## src/rtl/mem_write_button_pkg.sv

```systemverilog
// rtl/mem_write_button_pkg.sv - shared key FSM encodings and defaults for the commit-write button
package mem_write_button_pkg;

  // Debounce FSM states, 2-bit encodings shared with the peek/display logic
  typedef enum logic [1:0] {
    RELEASED     = 2'd0,
    PRESS_WAIT   = 2'd1,
    PRESSED      = 2'd2,
    RELEASE_WAIT = 2'd3
  } key_state_e;

  // 10 ms at 50 MHz
  localparam int DEFAULT_DEBOUNCE_CYCLES = 500000;

  // Level the raw key pin sits at when nobody is touching it
  function automatic logic key_idle_level(input int active_low);
    return (active_low != 0) ? 1'b1 : 1'b0;
  endfunction

  // Normalise a raw key sample to pressed = 1
  function automatic logic key_normalise(input logic raw, input int active_low);
    return (active_low != 0) ? ~raw : raw;
  endfunction

endpackage

```

## src/rtl/mem_write_button_sync_2ff.sv

```systemverilog
// rtl/mem_write_button_sync_2ff.sv - two-flop synchroniser with selectable reset level
module sync_2ff #(
  parameter logic RESET_VAL = 1'b0
) (
  input  logic Clk,
  input  logic Rst,
  input  logic d,
  output logic q
);

  logic meta;

  // Two back-to-back flops; reset parks both at the idle level so no edge is seen on release
  always_ff @(posedge Clk or negedge Rst) begin
    if (!Rst) begin
      meta <= RESET_VAL;
      q    <= RESET_VAL;
    end else begin
      meta <= d;
      q    <= meta;
    end
  end

endmodule

```

## src/rtl/mem_write_button.sv

```systemverilog
// rtl/mem_write_button.sv - debounced commit-write key producing one writeEnable pulse per press
module mem_write_button
  import mem_write_button_pkg::*;
#(
  parameter int DEBOUNCE_CYCLES = DEFAULT_DEBOUNCE_CYCLES,
  parameter int CNT_W           = 20,
  parameter int KEY_ACTIVE_LOW  = 1,
  parameter int COUNT_W         = 16
) (
  input  logic               Clk,
  input  logic               Rst,
  input  logic               keyIn,
  input  logic               memWrite,
  output logic               writeEnable,
  output logic               keyLevel,
  output logic               armed,
  output logic [COUNT_W-1:0] pressCount
);

  localparam logic             KEY_IDLE = key_idle_level(KEY_ACTIVE_LOW);
  localparam logic [CNT_W-1:0] CNT_LAST = CNT_W'(DEBOUNCE_CYCLES - 1);

  logic               key_sync;
  logic               ks;
  key_state_e         state;
  key_state_e         state_nxt;
  logic [CNT_W-1:0]   cnt;
  logic [CNT_W-1:0]   cnt_nxt;
  logic               we_nxt;
  logic               level_nxt;
  logic               armed_nxt;
  logic [COUNT_W-1:0] count_nxt;
  logic               cnt_done;

  sync_2ff #(
    .RESET_VAL (KEY_IDLE)
  ) u_key_sync (
    .Clk (Clk),
    .Rst (Rst),
    .d   (keyIn),
    .q   (key_sync)
  );

  assign ks       = key_normalise(key_sync, KEY_ACTIVE_LOW);
  assign cnt_done = (cnt == CNT_LAST);

  // FSM state register
  always_ff @(posedge Clk or negedge Rst) begin
    if (!Rst) begin
      state <= RELEASED;
    end else begin
      state <= state_nxt;
    end
  end

  // Next-state: a key level must survive DEBOUNCE_CYCLES cycles before it is believed
  always_comb begin
    state_nxt = state;
    case (state)
      RELEASED: begin
        if (ks) begin
          state_nxt = PRESS_WAIT;
        end
      end
      PRESS_WAIT: begin
        if (!ks) begin
          state_nxt = RELEASED;
        end else if (cnt_done) begin
          state_nxt = PRESSED;
        end
      end
      PRESSED: begin
        if (!ks) begin
          state_nxt = RELEASE_WAIT;
        end
      end
      RELEASE_WAIT: begin
        if (ks) begin
          state_nxt = PRESSED;
        end else if (cnt_done) begin
          state_nxt = RELEASED;
        end
      end
      default: begin
        state_nxt = RELEASED;
      end
    endcase
  end

  // Output/datapath next values: counter, pulse, level, armed flag and press count
  always_comb begin
    cnt_nxt = cnt;
    we_nxt  = 1'b0;
    case (state)
      RELEASED: begin
        if (ks) begin
          cnt_nxt = '0;
        end
      end
      PRESS_WAIT: begin
        if (ks) begin
          if (cnt_done) begin
            we_nxt = 1'b1;
          end else begin
            cnt_nxt = cnt + CNT_W'(1);
          end
        end
      end
      PRESSED: begin
        if (!ks) begin
          cnt_nxt = '0;
        end
      end
      RELEASE_WAIT: begin
        if (!ks && !cnt_done) begin
          cnt_nxt = cnt + CNT_W'(1);
        end
      end
      default: begin
        cnt_nxt = '0;
      end
    endcase

    // Level follows the debounced view: a release still being verified counts as pressed
    level_nxt = (state_nxt == PRESSED) || (state_nxt == RELEASE_WAIT);

    // A new pulse re-arms even if memory consumes the previous write on the same edge
    if (we_nxt) begin
      armed_nxt = 1'b1;
    end else if (armed && memWrite) begin
      armed_nxt = 1'b0;
    end else begin
      armed_nxt = armed;
    end

    count_nxt = we_nxt ? (pressCount + COUNT_W'(1)) : pressCount;
  end

  // Registered outputs so nothing combinational reaches the memory or the LEDs
  always_ff @(posedge Clk or negedge Rst) begin
    if (!Rst) begin
      cnt         <= '0;
      writeEnable <= 1'b0;
      keyLevel    <= 1'b0;
      armed       <= 1'b0;
      pressCount  <= '0;
    end else begin
      cnt         <= cnt_nxt;
      writeEnable <= we_nxt;
      keyLevel    <= level_nxt;
      armed       <= armed_nxt;
      pressCount  <= count_nxt;
    end
  end

endmodule

```

## config.mk

```make
export PLATFORM = sky130hd
export DESIGN_NAME = mem_write_button
export DESIGN_NICKNAME = d
export VERILOG_FILES = /design/src/rtl/mem_write_button_pkg.sv /design/src/rtl/mem_write_button_sync_2ff.sv /design/src/rtl/mem_write_button.sv
export SDC_FILE = /design/constraint.sdc
export NUM_CORES = 1
export LEC_CHECK = 0
export CAP_MARGIN = 10
export CORE_AREA = 3 3 66 68
export CTS_CLUSTER_SIZE = 16
export DETAILED_ROUTE_END_ITERATION = 10
export DIE_AREA = 0 0 69 71
export GPL_ROUTABILITY_DRIVEN = 1
export GPL_TIMING_DRIVEN = 0
export PLACE_DENSITY_LB_ADDON = 0.12
export SLEW_MARGIN = 20
export SYNTH_ARGS = -nofsm -noshare
export SYNTH_HDL_FRONTEND = slang
export SYNTH_SLANG_ARGS = --single-unit
```

## constraint.sdc

```tcl
create_clock -name Clk -period 2.7 [get_ports Clk]
set_input_delay 0.54 -clock Clk [delete_from_list [all_inputs] [get_ports Clk]]
set_output_delay 0.54 -clock Clk [all_outputs]
set_load 0.01 [all_outputs]
```

==> impl_metrics.csv <==
group,metric,value,unit
outcome,status,"complete, no violations",
clocking,postCtsSetupBuffers,0,
setup_path,ff2ff_setup_slack,0.42,ns
grt,grt_pass1_wl,7.16,mm
final_layout,fin_util,63.4,%
power,finalPower,0.00114,W
routing,vias,1617,
sta,worst_slew_pin_slew,0.779,ns
final_layout,drive_gt1_share,7.05,%
sta,maxSlewHeadroom,47.3,%
routing,ant_nets,0,
place,dpl_cell_area,0.00239,mm^2
final_layout,syn_to_final_growth,18.6,%
sta,max_freq,438,MHz
setup_path,startpoint_type,"flip-flop",
power,p_leak,1.10,nW
yosys,seq_area_frac_synth,51.6,%
setup_path,worst_setup_path_end_kind,"flip-flop",
clocking,clk_pin_slew,0.08,ns
floorplan,die_w,69,um
grt,grt_usage,17.9,%
grt,gr-total-overflow,0,
final_layout,final_cell_mix,"dfrtp_1 (41), clkdlybuf4s50_1 (21), nor3_1 (14)",
sta,fin_crit_sh,84.6,%
grt,grt_pass1_vias,1555,
yosys,synth-main-ff-cell,"dfrtp_1",
clocking,clock-sinks,43,
floorplan,dieHeight,71,um
yosys,syn-num-nets,216,
power,netSwitchingFraction,22.1,%
place,dp_cells,283,
setup_path,critPathMaxFanout,5,
power,seqPwrFrac,59.3,%
sta,finalCriticalPeriod,2.28,ns
setup_path,cp.arrival,2.45,ns
place,hpwl,2.98,mm
routing,viasPerCell,5.56,
final_layout,final_area,0.00248,mm^2
yosys,netlist_area,0.00209,mm^2
clocking,cts_root_buffer,"clkbuf_8",
routing,dr.pass1.iters,5,
routing,drt_iter0_markers,78,
power,intPower,0.000888,W
final_layout,num_antenna_cells,0,
power,powerDensity,460,mW/mm^2
setup_path,worstPathRequired,2.87,ns
yosys,synth_edf_count,0,
job,drv_cap,0,
floorplan,start_util,53.4,%
yosys,yosys_warnings,0,
floorplan,ios,23,
power,peakVddDrop,0.288,mV
yosys,avgSynthCellArea,9.96,um^2
yosys,synth_cell_type_count,36,
yosys,synth_seq_cells,43,
power,pwr-share-clk,35.8,%
clocking,cts_resized,0,
final_layout,mostFrequentLayoutCell,"dfrtp_1",
clocking,cts_max_level,2,
hold_path,hold_path.class,"primary input to async pin",
place,port_buffers,22,
floorplan,dieArea,0.00490,mm^2
place,gp_congestion,0.789,
yosys,async_flop_share,100,%
routing,totalWireLength,4.00,mm
sta,slew_viol_final,0,
sta,worst_clock_skew,0.00969,ns
yosys,netlist_instances,210,
setup_path,setup.worst_path.class,"flip-flop to flip-flop",
grt,grt_max_degree,30,
sta,setup_viol,0,
clocking,clockBufferDepth,2,
sta,rsz0062_at_grt,"no",
clocking,hold_buffers,0,
power,p_comb_share,4.9,%
routing,drc_errors,0,
sta,finalHoldViolCount,0,
power,power.switching,0.000252,W
clocking,cts_made_buffers,5,
grt,grt_antenna_before_repair,0,
floorplan,core,0.00391,mm^2
routing,drt-wirelength-per-cell,13.7,um
final_layout,layout.cells.non_filler,291,
clocking,cts_tree,"yes",
final_layout,fin_nets,246,
floorplan,rows,23,
clocking,clock_latency,0.29,ns
==> synth_stat cells (4+ instances only) <==
cell      number  area share [%]
xnor2_1       10             4.2
clkbuf_1       5            0.90
a21oi_1       11             2.6
and4_1         4             1.7
inv_1         12             2.2
or4_1          5             1.8
nand3_1       13             3.1
nand2_1       11             2.0
nor3_1        14             3.4
xor2_1        12             5.0
or3_1          5             1.5
and3_1         8             2.4
nand4_1        9             2.7
dfrtp_1       41              49
nor4_1         4             1.2
o21ai_0       10             2.4
nor2_1        10             1.8
==> cell type report <==
type / count / area [um^2]
fill: 347 / 1430
sequential: 43 / 1080
multi-input combinational: 147 / 928
timing repair buffer: 23 / 235
clock buffer: 7 / 86.3
tap: 50 / 62.6
inverter: 12 / 45.0
buffer: 8 / 38.8
clock inverter: 1 / 5.00
==> registers in the layout, indices dropped and copies added (netlist names) <==
| register | flops |
|---|---|
| writeEnable | 1 |
| pressCount | 16 |
| armed | 1 |
| keyLevel | 1 |
| u_key_sync.q | 1 |
| cnt | 20 |
| state | 2 |
| u_key_sync.meta | 1 |
==> per-layer routing <==
metal	global-route usage (%)	share of wire [%]
met5	0	0
met2	27.6	48
met3	3.98	3.1
met1	25.0	48
met4	6.51	1.3
==> worst max-delay path, cell delays in order, from the launching register on <==
cell	delay, ns
dfrtp_1	0.41
nor4b_1	0.71
and3_1	0.34
and3_1	0.16
clkbuf_1	0.18
mux2_2	0.36
==> path summary, 6_finish.rpt <==
kind                                           startpoint                   endpoint  depth (start not counted)
worst min register to register  u_key_sync.meta$_DFF_PN1_     u_key_sync.q$_DFF_PN1_                          0
worst min-delay path                                  Rst        cnt[17]$_DFFE_PN0P_                          1
worst max register to register         cnt[6]$_DFFE_PN0P_  pressCount[1]$_DFFE_PN0P_                          5
min in group Clk                u_key_sync.meta$_DFF_PN1_     u_key_sync.q$_DFF_PN1_                          0
max in group asynchronous                             Rst  u_key_sync.meta$_DFF_PN1_                          2
worst max-delay path                   cnt[6]$_DFFE_PN0P_  pressCount[1]$_DFFE_PN0P_                          5
==> power groups by stage <==
stage,combinational (W),clock (W),sequential [W]
after floorplan,0.0000306,0,0.000685
after global placement,0.0000536,0,0.000689
after detailed placement,0.0000568,0,0.000689
after CTS,0.0000575,0.000425,0.000676
after global routing,0.0000655,0.000449,0.000679
final,0.0000557,0.000408,0.000676
==> kinds of logic (layout without fill, tap and decap cells) <==
family,Yosys count,after routing,synth area share (%)
flops,43,43,51.6
mux,4,4,2.03
fa+ha+maj,2,2,1.20
compound gates,28,28,7.54
xor+xnor,22,22,9.22
buf+inv,20,51,4.01
simple gates,91,91,24.4
==> stage by stage <==
step | hold WS [ns] | worst slack [ns] | setup TNS, ns
6_report | 0.144 | 0.417 | 0
5_1_grt | 0.157 | 0.170 | 0
4_1_cts | 0.147 | 0.428 | 0
3_5_place_dp | 0.349 | 0.436 | 0
3_3_place_gp | 0.347 | -0.0157 | -0.522
2_1_floorplan | 0.244 | 0.601 | 0
No activity file was read; power rests on OpenSTA's default activity.
